**config.mk**
```make
export PLATFORM = sky130hd
export DESIGN_NAME = layer_collector
export DESIGN_NICKNAME = d
export VERILOG_FILES = /design/src/rtl/nn_pkg.sv /design/src/rtl/ack_gather.sv /design/src/rtl/layer_collector.sv
export SDC_FILE = /design/constraint.sdc
export NUM_CORES = 1
export LEC_CHECK = 0
export ABC_AREA = 1
export CAP_MARGIN = 25
export CELL_PAD_IN_SITES_DETAIL_PLACEMENT = 1
export CELL_PAD_IN_SITES_GLOBAL_PLACEMENT = 1
export CORE_MARGIN = 1
export CORE_UTILIZATION = 45
export CTS_BUF_LIST = sky130_fd_sc_hd__clkbuf_8
export DETAILED_ROUTE_END_ITERATION = 8
export DONT_BUFFER_PORTS = 1
export PLACE_DENSITY = 0.78
export SYNTH_ARGS = -nofsm -noshare
export SYNTH_HDL_FRONTEND = slang
export SYNTH_SLANG_ARGS = --single-unit
```
**constraint.sdc**
```tcl
create_clock -name clk_i -period 2.74 [get_ports clk_i]
set_clock_uncertainty 0.15 [all_clocks]
set_input_delay 0.137 -clock clk_i [delete_from_list [all_inputs] [get_ports clk_i]]
set_output_delay 0.137 -clock clk_i [all_outputs]
set_load 0.01 [all_outputs]
```
**src/rtl/nn_pkg.sv**
```systemverilog
// Shared types for the neural-layer handshake fabric.
// Holds the collector state encoding and the frame counter width.
package nn_pkg;

    localparam int FrameCntW = 16;

    typedef enum logic [1:0] {
        ST_COLLECT = 2'd0,
        ST_PRESENT = 2'd1,
        ST_RELEASE = 2'd2
    } st_collector_e;

endpackage

```
**src/rtl/ack_gather.sv**
```systemverilog
// Sticky per-(consumer, lane) ack tracker; all_acked counts a bit seen now or earlier.
// Latency: all_acked is combinational on acks, sticky bits update on the next edge.
// Backpressure: none; acks are only remembered while enable is high.
module ack_gather #(
    parameter int NumConsumers = 4,
    parameter int NumNeurons   = 4
) (
    input  logic                               clk_i,
    input  logic                               reset_i,
    input  logic                               clear,
    input  logic                               enable,
    input  logic [NumConsumers*NumNeurons-1:0] acks,
    output logic                               all_acked
);

    logic [NumConsumers*NumNeurons-1:0] sticky_q;

    always_ff @(posedge clk_i or posedge reset_i) begin
        if (reset_i) begin
            sticky_q <= '0;
        end else if (clear) begin
            sticky_q <= '0;
        end else if (enable) begin
            sticky_q <= sticky_q | acks;
        end
    end

    assign all_acked = &(sticky_q | acks);

endmodule

```
**src/rtl/layer_collector.sv**
```systemverilog
// Gathers one activation per upstream lane into a frame and broadcasts it to all consumers.
// Latency: lane ack one cycle after its request; out_req_o one cycle after the final lane ack.
// Backpressure: upstream waits for in_ack_o; the frame is held until every consumer acks every lane.
module layer_collector
    import nn_pkg::*;
#(
    parameter int NumNeurons   = 4,
    parameter int DataWidth    = 8,
    parameter int NumConsumers = 4
) (
    input  logic                               clk_i,
    input  logic                               reset_i,
    input  logic [NumNeurons-1:0]              in_req_i,
    input  logic [DataWidth*NumNeurons-1:0]    in_actv_i,
    output logic [NumNeurons-1:0]              in_ack_o,
    output logic [NumNeurons-1:0]              out_req_o,
    output logic [DataWidth*NumNeurons-1:0]    out_actv_o,
    input  logic [NumConsumers*NumNeurons-1:0] out_ack_i,
    output logic                               busy_o,
    output logic [FrameCntW-1:0]               frame_cnt_o
);

    st_collector_e          state_q, state_d;
    logic [NumNeurons-1:0]  captured_q;
    logic [NumNeurons-1:0]  cap_set;
    logic                   frame_done;
    logic                   all_acked;
    logic [FrameCntW-1:0]   frame_cnt_q;

    always_ff @(posedge clk_i or posedge reset_i) begin
        if (reset_i) begin
            state_q <= ST_COLLECT;
        end else begin
            state_q <= state_d;
        end
    end

    // PRESENT is entered from the registered capture mask, so the last lane's
    // ack cycle is still spent in COLLECT and in_ack_o never leaks past it.
    always_comb begin
        state_d    = state_q;
        cap_set    = '0;
        frame_done = 1'b0;
        unique case (state_q)
            ST_COLLECT: begin
                cap_set = in_req_i & ~captured_q;
                if (&captured_q) begin
                    state_d = ST_PRESENT;
                end
            end
            ST_PRESENT: begin
                if (all_acked) begin
                    state_d = ST_RELEASE;
                end
            end
            ST_RELEASE: begin
                if (out_ack_i == '0) begin
                    state_d    = ST_COLLECT;
                    frame_done = 1'b1;
                end
            end
            default: begin
                state_d = ST_COLLECT;
            end
        endcase
    end

    always_ff @(posedge clk_i or posedge reset_i) begin
        if (reset_i) begin
            captured_q  <= '0;
            in_ack_o    <= '0;
            out_req_o   <= '0;
            out_actv_o  <= '0;
            frame_cnt_q <= '0;
        end else begin
            captured_q <= frame_done ? '0 : (captured_q | cap_set);
            in_ack_o   <= cap_set;
            out_req_o  <= {NumNeurons{state_d == ST_PRESENT}};
            for (int k = 0; k < NumNeurons; k++) begin
                if (cap_set[k]) begin
                    out_actv_o[DataWidth*k +: DataWidth] <= in_actv_i[DataWidth*k +: DataWidth];
                end
            end
            if (frame_done) begin
                frame_cnt_q <= frame_cnt_q + FrameCntW'(1);
            end
        end
    end

    ack_gather #(
        .NumConsumers (NumConsumers),
        .NumNeurons   (NumNeurons)
    ) u_ack_gather (
        .clk_i     (clk_i),
        .reset_i   (reset_i),
        .clear     (frame_done),
        .enable    (state_q == ST_PRESENT),
        .acks      (out_ack_i),
        .all_acked (all_acked)
    );

    assign frame_cnt_o = frame_cnt_q;
    assign busy_o      = (state_q != ST_COLLECT) || (|captured_q);

endmodule
```
==> out/results.ini <==
[sta]
whs_ns = 0.247
fin_crit_sh_pct = 80.9
tightest_slew_ns = 0.812
hold_viol = 0
finalSetupViolations = 0
timing.final.ws_setup_ns = 0.524
setup_tns_ns = 0
slew_violations = 0
fmax_ghz = 0.451
fin_crit_ns = 2.22
slew_headroom_pct = 45.8
grt_setup_unrepaired = no

[synthesis]
synth_compound_area_share_pct = 4.18
yosys.area.top_type = dfrtp_1
ys_types = 21
yosysWarnings = 0
synth_top_area_share_pct = 56.0
synth_area_um2 = 3350
synthMuxAreaShare_pct = 0
synth_xor_area_share_pct = 1.83
synth_top_family_by_area = simple AND/OR/NAND/NOR gates
synthCells = 418
synth_area_per_cell_um2 = 8.02
yosys-top-cells-area = dfrtp_1 56%, nand2_1 22%, nor2_1 4.9%
synth_seq_area_share_pct = 56.0
synth_fa_ha_area_share_pct = 0.373
syn_nets = 473
synthSimpleGateAreaFrac_pct = 32.1
ys_ff_latch = 75

[clock_tree]
cts_tree = done
clock-root-buffer = clkbuf_8
clk_pin_slew_worst_paths_ns = 0.09
cts.htree.levels = 3
cts_resized = 0
post_cts_buffers = 0
clk_latency_ns = 0.35
cts_sinks = 75
clk_path_buf_depth = 2
cts_buffers = 9

[die]
ios = 111
die_w_um = 88.3
die_h_um = 88.3
num_rows = 31
start_util_pct = 46.5
die_area_um2 = 7800
core_um2 = 7210

[global_routing]
grt_pass1_vias = 3132
grt_overflow_total = 0
antenna_found_initial = 0
grt_pass1_wl_um = 15500
grt_util_all_layers_pct = 26.8
grt_max_degree = 40

[detailed_routing]
vias = 3009
wirelength_um = 9880
drtPass1Iterations = 4
drt_iter0_drc = 84
vias_per_cell = 5.11
drcViolationCount = 0
wl_per_cell_um = 16.8
antenna_left = 0

[setup_path]
crit_chain = inv_1 -> nand2_1 -> nor2_1 -> nand2_1 -> dlygate4sd3_1 -> nand2_1
r2r_end = out_actv_o[26]
r2r.worst_path.cells = 6
cpPeakStageDelay_ns = 0.60
cp_data_required_time_ns = 2.88
cp.depth = 6
regToRegSetupSlack_ns = 0.52
critPathLaunchType = register
crit_end = out_actv_o[26]
cp.arrival_ns = 2.35
startpoint = state_q[1]
path_max_fanout = 11
cpMaxStageDelayCell = dlygate4sd3_1
cp_num_buf_inv = 2
crit_family = simple AND/OR/NAND/NOR gates
setup.worst_path.class = reg -> reg
critPathMostFrequentCell = nand2_1
end_kind = register
rr_startpoint = state_q[1]

[placement]
portBuffers = 0
dp.cells = 509
dp_hpwl_um = 5460
pre_cts_slack_ns = 0.890
gp_congestion = 0.707
dpl-instance-area_um2 = 3440

[power_and_ir_drop]
p_per_area_nw_per_um2 = 729
peakVddDrop_mv = 0.359
p_leak_nw = 2.06

[layout]
final_nets = 541
syn2layout_area_growth_pct = 27.7
antenna_cells = 0
drive_gt1_share_pct = 6.53
post-route-cell-area_um2 = 4280
final_cells = 589

[run]
maxCapViolCount = 0

[min_path]
hold_class = in -> async

[outcome]
outcome = completed

-- where the power goes --
part | internal [mW] | total [mW] | switching [mW]
logic | 0.205 | 0.545 | 0.340
clock network | 0.418 | 0.861 | 0.443
registers | 1.37 | 1.71 | 0.337
-- kinds of logic after synthesis --
family	Yosys count
compound gates	28
simple gates	268
flops	75
xor+xnor	7
fa+ha+maj	1
buf+inv	39
-- Yosys cell counts, drive strengths merged --
master / instances
buf: 12
clkbuf: 1
dfrtp: 75
ha: 1
inv: 26
nand2: 196
nand3: 9
nand3b: 1
nand4: 7
nor2: 52
nor3: 3
o21ai: 28
xnor2: 6
xor2: 1
-- layer usage --
metal	share of wire (%)	track usage [%]	vias up	wire length [um]
li1	-	-	1418	-
met1	40	30.6	1482	3920
met2	52	46.9	87	5160
met3	5.2	7.28	22	516
met4	2.8	12.6	0	275
met5	0	0	-	0
-- sequential cells by signal, summed over array words and instances (netlist names) --
signal	flops
captured_q	4
frame_cnt_o	16
in_ack_o	4
out_actv_o	32
out_req_o	1
state_q	2
u_ack_gather.sticky_q	16
-- area by class of cell --
| class | instances | area (um^2) |
|---|---|---|
| clock buffer | 9 | 124 |
| clock inverter | 6 | 65.1 |
| fill | 866 | 2940 |
| inverter | 26 | 97.6 |
| multi-input combinational | 304 | 1290 |
| sequential | 75 | 1880 |
| tap | 99 | 124 |
| timing repair buffer | 70 | 701 |
-- placed cells by master (no fill, tap or decap), types with 4 or more instances in the layout --
cell and instances:
dlygate4sd3_1 65, xnor2_1 6, nand4_1 7, nor2_2 7
nand2_1 194, dfrtp_1 75, clkbuf_8 9, o21ai_0 24
o21ai_1 4, inv_1 25, nand3_1 8, buf_4 4
nor2_1 44
-- per-stage QoR --
step	total power [mW]	utilization, %
3_5_place_dp	2.14	47.7
3_3_place_gp	2.10	47.7
5_1_grt	3.29	59.3
2_1_floorplan	2.01	-
4_1_cts	3.07	59.3
6_report	3.12	59.3
-- repair_timing --
action,in CTS,in global routing
setup endpoints to repair,0,0
hold buffers,65,0
hold endpoints to repair,90,0
-- worst min-delay path by stage --
| stage | to | slack, ns | depth (start not counted) |
|---|---|---|---|
| CTS | out_actv_o[18] | 0.26 | 2 |
| global placement | out_actv_o[19] | 0.06 | 1 |
| finish | out_actv_o[18] | 0.25 | 2 |
| detailed placement | out_actv_o[19] | 0.07 | 1 |
| global route | out_actv_o[10] | 0.31 | 3 |
| floorplan | out_actv_o[0] | 0.10 | 2 |
(Power assumes the default switching activity.)
